File: src/rtl/fetch_pkg.sv
// Shared constants for the instruction-fetch stage: redirect kinds, FSM states, PC step.
package fetch_pkg;

  localparam logic [1:0] RK_REL_WORD = 2'd0;
  localparam logic [1:0] RK_ABS_REG  = 2'd1;
  localparam logic [1:0] RK_TRAP     = 2'd2;

  typedef enum logic [1:0] {
    S_EMPTY = 2'd0,
    S_RUN   = 2'd1,
    S_HOLD  = 2'd2
  } fetch_state_e;

  localparam int unsigned PC_INC = 4;

endpackage

File: src/rtl/fetch_target_calc.sv
// Redirect target arithmetic: relative word branch, aligned register jump, or trap vector.
module fetch_target_calc
  import fetch_pkg::*;
#(
  parameter int unsigned     XLEN     = 32,
  parameter logic [XLEN-1:0] TRAP_VEC = 32'h0000_0100
) (
  input  logic [1:0]      redirect_kind,
  input  logic [XLEN-1:0] redirect_base,
  input  logic [XLEN-1:0] redirect_offset,
  output logic [XLEN-1:0] target
);

  always_comb begin
    target = TRAP_VEC;
    case (redirect_kind)
      RK_REL_WORD: target = redirect_base + (redirect_offset << 2);
      RK_ABS_REG:  target = (redirect_base + redirect_offset) & ~XLEN'(3);
      // RK_TRAP and the reserved encoding both vector to the trap handler
      default:     target = TRAP_VEC;
    endcase
  end

endmodule

File: src/rtl/instr_fetch_unit.sv
// Fetch stage: owns the PC, drives a 1-cycle-latency ROM and presents PC/instruction
// pairs to decode with a stall handshake and a one-entry hold buffer.
module instr_fetch_unit
  import fetch_pkg::*;
#(
  parameter int unsigned     XLEN      = 32,
  parameter int unsigned     ADDR_BITS = 14,
  parameter logic [XLEN-1:0] RESET_PC  = 32'h0000_0000,
  parameter logic [XLEN-1:0] TRAP_VEC  = 32'h0000_0100
) (
  input  logic                 clk,
  input  logic                 reset,
  input  logic                 stall,
  input  logic                 redirect_valid,
  input  logic [1:0]           redirect_kind,
  input  logic [XLEN-1:0]      redirect_base,
  input  logic [XLEN-1:0]      redirect_offset,
  output logic [ADDR_BITS-1:0] rom_addr,
  input  logic [31:0]          rom_data,
  output logic                 if_valid,
  output logic [XLEN-1:0]      if_pc,
  output logic [XLEN-1:0]      if_pc_plus4,
  output logic [31:0]          if_instr,
  output logic [31:0]          fetch_count
);

  fetch_state_e    state_q, state_d;
  logic [XLEN-1:0] pc_issue_q, pc_issue_d;
  logic [XLEN-1:0] out_pc_q, out_pc_d;
  logic [31:0]     hold_instr_q, hold_instr_d;
  logic [31:0]     fetch_count_q, fetch_count_d;
  logic [XLEN-1:0] target;
  logic [XLEN-1:0] pc_next;

  fetch_target_calc #(
    .XLEN     (XLEN),
    .TRAP_VEC (TRAP_VEC)
  ) u_target_calc (
    .redirect_kind   (redirect_kind),
    .redirect_base   (redirect_base),
    .redirect_offset (redirect_offset),
    .target          (target)
  );

  assign pc_next     = pc_issue_q + XLEN'(PC_INC);
  assign rom_addr    = pc_issue_q[ADDR_BITS+1:2];
  assign if_pc       = out_pc_q;
  assign if_pc_plus4 = out_pc_q + XLEN'(PC_INC);
  assign fetch_count = fetch_count_q;

  always_comb begin
    state_d      = state_q;
    pc_issue_d   = pc_issue_q;
    out_pc_d     = out_pc_q;
    hold_instr_d = hold_instr_q;
    if_valid     = 1'b0;
    if_instr     = '0;

    case (state_q)
      S_EMPTY: begin
        if (redirect_valid) begin
          pc_issue_d = target;
        end else begin
          state_d    = S_RUN;
          out_pc_d   = pc_issue_q;
          pc_issue_d = pc_next;
        end
      end
      S_RUN: begin
        if_valid = !redirect_valid;
        if_instr = rom_data;
        if (redirect_valid) begin
          state_d    = S_EMPTY;
          pc_issue_d = target;
        end else if (stall) begin
          // ROM output moves on next cycle, so capture the presented word now
          state_d      = S_HOLD;
          hold_instr_d = rom_data;
        end else begin
          out_pc_d   = pc_issue_q;
          pc_issue_d = pc_next;
        end
      end
      S_HOLD: begin
        if_valid = !redirect_valid;
        if_instr = hold_instr_q;
        if (redirect_valid) begin
          state_d    = S_EMPTY;
          pc_issue_d = target;
        end else if (!stall) begin
          // pc_issue was parked during the stall, so rom_data already holds its word
          state_d    = S_RUN;
          out_pc_d   = pc_issue_q;
          pc_issue_d = pc_next;
        end
      end
      default: state_d = S_EMPTY;
    endcase

    fetch_count_d = fetch_count_q + ((if_valid && !stall) ? 32'd1 : 32'd0);
  end

  always_ff @(posedge clk or negedge reset) begin
    if (!reset) begin
      state_q       <= S_EMPTY;
      pc_issue_q    <= RESET_PC;
      out_pc_q      <= '0;
      hold_instr_q  <= '0;
      fetch_count_q <= '0;
    end else begin
      state_q       <= state_d;
      pc_issue_q    <= pc_issue_d;
      out_pc_q      <= out_pc_d;
      hold_instr_q  <= hold_instr_d;
      fetch_count_q <= fetch_count_d;
    end
  end

endmodule

File: config.mk
export PLATFORM = sky130hd
export DESIGN_NAME = instr_fetch_unit
export DESIGN_NICKNAME = d
export VERILOG_FILES = /design/src/rtl/fetch_pkg.sv /design/src/rtl/fetch_target_calc.sv /design/src/rtl/instr_fetch_unit.sv
export SDC_FILE = /design/constraint.sdc
export NUM_CORES = 1
export LEC_CHECK = 0
export ABC_AREA = 1
export BUFFER_PORTS_ARGS = -buffer_cell sky130_fd_sc_hd__buf_4
export CORE_ASPECT_RATIO = 1.5
export CORE_MARGIN = 2
export CORE_UTILIZATION = 30
export CTS_CLUSTER_SIZE = 24
export DETAILED_ROUTE_END_ITERATION = 6
export SLEW_MARGIN = 20
export SYNTH_ARGS = -nofsm -noshare
export SYNTH_HDL_FRONTEND = slang
export SYNTH_SLANG_ARGS = --single-unit
File: constraint.sdc
create_clock -name clk -period 2.9 [get_ports clk]
set_input_delay 0.145 -clock clk [delete_from_list [all_inputs] [get_ports clk]]
set_output_delay 0.145 -clock clk [all_outputs]
set_load 0.01 [all_outputs]
Yosys cells after proc, flatten, opt, wreduce, memory -nomap -nowiden. Cells that the tools add are included. Widths: inputs -> output; s select.

Add/subtract/negate cells: 5. Eq/ne operators: 9. Mux-type cells: 18. Bitwise logic cells: 1. Reduce and logical (&&, ||, !) cells: 11.

Operators by type and width (number): $pmux 32 s2 (4); $mux 32 (6); $add 32x3->32 const B (2); $add 32x32->32 (2); $add 32x1->32 (1); $mux 2 (5); $ne 2x2->1 const B (3); $ne 3x3->1 const B (2); $pmux 2 s3 (1); $reduce_and 3->1 (2); $eq 2x1->1 const B (2); $logic_not 2->1 (2); $reduce_and 4->1 (1); $ne 3x2->1 const B (1); $eq 2x2->1 const B (1); $logic_not 1->1 (2); $mux 1 (2); $reduce_and 2->1 (1); $reduce_bool 2->1 (1); $reduce_or 2->1 (1); $logic_and 1x1->1 (1); $not 1->1 (1).

Bits in registers: 130. Input bits: 102. Word-level logic and storage cells: 49.

Logic depth before layout (Yosys ltp).
Depth after elaboration: 6. Gate-level depth with buffers: 18. Gate-level depth less buffers: 18.

By module. A second synthesis with hierarchy kept.

Cells, all modules: 2135. Area total of the unflattened synthesis: 12752.2 sq um.

By module, submodules not included: instr_fetch_unit (instances 1, cells each 1090, area an instance 7807.5 sq um); fetch_target_calc (instances 1, cells each 1045, area an instance 4944.7 sq um).

Least setup slack after synthesis. Ideal clock, no wire load.

Path kind: register to register. Start point: reg state_q[0]. End point: reg fetch_count_q[30] (netlist: fetch_count[30]). Library setup time: 0.079 ns. Arrival time: 2.585 ns. Data required time: 2.821 ns. Path slack: 0.235 ns. Cell stages (with the launch flop): 18. Path buffers: 0. Path through: dfrtp_1 > inv_1 > ha_1 > clkinv_1 > nor3_1 > ha_1 > ha_1 > nand2_2 > nor2_4 > nand2_4 > nor2_4 > nand2_4 > nor2_4 > nand3_4 > nor2_4 > nand3_2 > nor3_2 > xor2_1.

Word-level cells in the longest chain between the ends: 6. Elaborated cells between the ends (all ways): 7.

Ends and longest elaborated chain: start, declared (RTL line instr_fetch_unit.sv:27) `fetch_state_e state_q, state_d;`; start signal, assigned (RTL line instr_fetch_unit.sv:111) `state_q <= state_d;`; $eq 2x2->1 / $eq 2x1->1 (equally long branches) (RTL line instr_fetch_unit.sv:59) `case (state_q)`; $reduce_or 2->1 (no source line) *; $mux 1 *; $logic_and 1x1->1 * (RTL line instr_fetch_unit.sv:100) `fetch_count_d = fetch_count_q + ((if_valid && !stall) ? 32'd1 : 32'd0);`; $mux 1 * (RTL line instr_fetch_unit.sv:100); $add 32x1->32 * (RTL line instr_fetch_unit.sv:100); net fetch_count_d[30] (RTL line instr_fetch_unit.sv:31) `logic [31:0] fetch_count_q, fetch_count_d;`; end signal, assigned (RTL line instr_fetch_unit.sv:115) `fetch_count_q <= fetch_count_d;`; end, declared (RTL line instr_fetch_unit.sv:31).

The timed path passes the listed nets; every way through them passes the cells marked *. A chain may end at the register's enable or synchronous reset.

Worst setup path after layout.
Start point: reg state_q[1]. End point: reg fetch_count_q[30] (netlist: fetch_count[30]).

Same word-level chain as after synthesis.

==> flow_summary.ini <==
[status]
outcome = complete, no violations

[yosys]
ys_seq_area_frac = 0.2749
syn_avg_cell_area_sq_um = 6.377
yosysWarnings = 0
async_flop_share = 1.000
syn-num-nets = 2026
syn_area_sq_mm = 0.01184
synth_flop_cell = dfrtp_1
yosysUniqueCellTypes = 51
synth_seq_cells = 130
synth_cells = 1856
synth_edf_count = 0

[power_and_ir_drop]
ir_worst_vdd_mv = 0.6504
p_leak_uw = 0.007804
pwr_density_cell_mw_per_mm2 = 716.3
p_total_uw = 10720

[timing]
finalMaxSlewViolations = 0
setup_ws_ns = 0.1121
finalHoldViolCount = 0
holdWs_ns = 0.02115
setup_viol = 0
rsz0062_at_grt = true
period_needed_ns = 2.788
fin_worst_skew_ns = 0.006985
slew_headroom = 0.5361
max_freq_mhz = 358.7
timing.final.crit_share = 0.9613
setup_tns_ns = 0
worst_pin_slew_ns = 0.6959

[final_layout]
antennaDiodeCount = 0
layout-drive-gt1-share = 0.1679
final_nets = 2253
syn_to_final_growth_pct = 26.45
nFillCells = 4245

[die]
die_y_um = 247.3
die_area_sq_mm = 0.04109
ios = 245
die_w_um = 166.2
rows = 89
core_sq_mm = 0.03909
start_util = 0.3028

[critical_path]
cp.required_ns = 3.25
cp.arrival_ns = 3.14
timing_worst_setup_path_type = flip-flop to flip-flop
startpoint_type = flip-flop
critical_path.max_fanout = 5
end_kind = flip-flop

[detailed_routing]
via_count = 12690
post_drt_wl_per_cell_um = 15.49
vias_per_cell = 4.886
postRouteAntennaNets = 0
dr.pass1.iters = 5
drt_iter0_drc = 750
remaining_drc_errors = 0
wirelength_um = 40230

[clock_network]
cts_tree = built
clk_pin_slew_ns = 0.06
cts_buffer_depth = 2
clock-sinks = 130
cts_root_buf = clkbuf_16
cts_buffers = 17
htree_levels = 4
clock_latency_ns = 0.43

[global_route]
grt_antenna_before_repair = 0
grt_pass1_wl_um = 63490
grt_util_all_layers = 0.1923
first_global_vias = 12560
grt_start_max_net_pins = 72
gr-total-overflow = 0

[placed_design]
gp_congestion = 0.9394
portBuffers = 244
dp_hpwl_um = 32460
dpl_worst_slack_ns = -0.08713

[job]
cap_violations = 0

[worst_hold_path]
min_path_type = input pin to flip-flop
-- layout by cell type (no fill, tap or decap), types with 3 or more instances in the layout --
cell type      synthesis  routed
nor2_2                 3       4
o22ai_1                3       3
a21oi_1              144     144
inv_2                  1       3
ha_1                  67      64
nor2_1               154     153
dlygate4sd3_1          0       6
inv_1                239     237
xnor2_1               20      20
clkinv_1               4       3
nand3_1               96      96
bufinv_16              0       5
xor2_1                57      57
o21ai_0              132     132
nand4_1               28      28
a31oi_1                5       5
nor2_4                 7       7
nor3_2                 3       3
nor3_4                 2       3
nand3b_1              12      12
or2_2                  6       6
clkinvlp_4             0       4
nand2_4                2       3
buf_4                 17     267
and2_1                 3       3
nand2_2                4       3
a22oi_1                3       3
clkbuf_16              0      17
mux2_2                 3       3
nor4_1                12      12
dfrtp_1              130     130
nand2_1              586     586
nor3_1                23      22
o21bai_1              13      13
nand3_2                3       3
-- layout make-up --
cell class | count | area [sq um] | share of cell area
multi-input combinational | 1414 | 7392 | 0.4939
clock buffer | 19 | 452.9 | 0.03027
clock inverter | 13 | 207.7 | 0.01388
tap | 500 | 625.6 | 0.04180
timing repair buffer | 276 | 2116 | 0.1414
inverter | 244 | 918.4 | 0.06137
sequential | 130 | 3253 | 0.2174
-- critical path, stage by stage, from the launching register on --
cell	delay [ns]
dfrtp_1	0.39
inv_2	0.08
ha_4	0.30
inv_4	0.04
nor3_4	0.16
ha_2	0.23
ha_4	0.15
nand2_4	0.05
nor2_4	0.15
nand2_4	0.07
nor2_4	0.15
nand2_4	0.08
nor2_4	0.16
nand3_4	0.10
nor2_4	0.16
nand3_2	0.09
nor3_2	0.19
xor2_1	0.15
-- sequential cells by signal, summed over array words and instances, names as in the netlist --
name	cells
if_pc	32
fetch_count	32
state_q	2
hold_instr_q	32
pc_issue_q	32
-- worst paths after layout --
kind,cells past startpoint,endpoint,slack [ns],startpoint
worst max register to register,17,fetch_count[30]$_DFF_PN0_,0.11,state_q[1]$_DFFE_PN0P_
worst min-delay path,3,hold_instr_q[4]$_DFFE_PN0P_,0.02,rom_data[4]
max in group asynchronous,3,hold_instr_q[7]$_DFFE_PN0P_,1.80,reset
min in group asynchronous,2,fetch_count[30]$_DFF_PN0_,0.31,reset
worst min register to register,1,fetch_count[31]$_DFF_PN0_,0.48,fetch_count[31]$_DFF_PN0_
worst max-delay path,17,fetch_count[30]$_DFF_PN0_,0.11,state_q[1]$_DFFE_PN0P_
-- Yosys cell counts, drive strengths merged (28+ instances only) --
cell type / number / area [sq um]
o21ai: 132 / 660.6
dfrtp: 130 / 3253
inv: 240 / 900.9
xor2: 57 / 499.2
nor3: 28 / 177.7
nand4: 30 / 200.2
nand2: 592 / 2247
nor2: 164 / 675.7
nand3: 100 / 528.0
a21oi: 144 / 720.7
clkbuf: 43 / 161.4
ha: 67 / 838.3
-- kinds of logic (layout without fill, tap and decap cells) --
group                    after synthesis  count (layout)  share of synthesized area
AND/OR/NAND/NOR                      955             955                     0.3489
buffers and inverters                312             552                     0.1051
XOR/XNOR                              77              77                    0.05698
adder cells (fa/ha/maj)               68              68                    0.07252
multiplexers                           3               3                   0.002854
AO/OA/AOI/OAI                        311             311                     0.1388
flip-flops                           130             130                     0.2749
-- stage by stage --
step | cell area (sq um) | std cells | utilization
after floorplan | 11840 | 1856 | -
after global placement | 14120 | 2548 | 0.3613
after detailed placement | 14120 | 2548 | 0.3613
after CTS | 14860 | 2586 | 0.3803
after global routing | 14970 | 2596 | 0.3829
final | 14970 | 2596 | 0.3829
-- what timing repair did --
| item | in CTS | in global routing |
|---|---|---|
| cloned | 0 | 0 |
| gates resized for setup | 3 | 8 |
| endpoints found under the hold margin | 75 | 0 |
| setup endpoints to repair | 4 | 5 |
| setup buffers | 0 | 10 |
| pin swaps | 1 | 10 |
| hold buffers | 6 | 0 |
-- power by group --
part | internal, uW | switching, uW | total (uW)
logic | 2110 | 2960 | 5070
registers | 2480 | 774 | 3250
clock network | 1570 | 830 | 2400
-- routing by layer --
layer	global-route usage	wire, um	up-vias	part of all wire
met5	0	0	-	0
met4	0.08542	1481	0	0.037
met3	0.02417	1643	84	0.041
met2	0.3588	20830	352	0.52
met1	0.2183	16270	5835	0.40
li1	-	-	6414	-
Power figures use the tool's default switching activity.
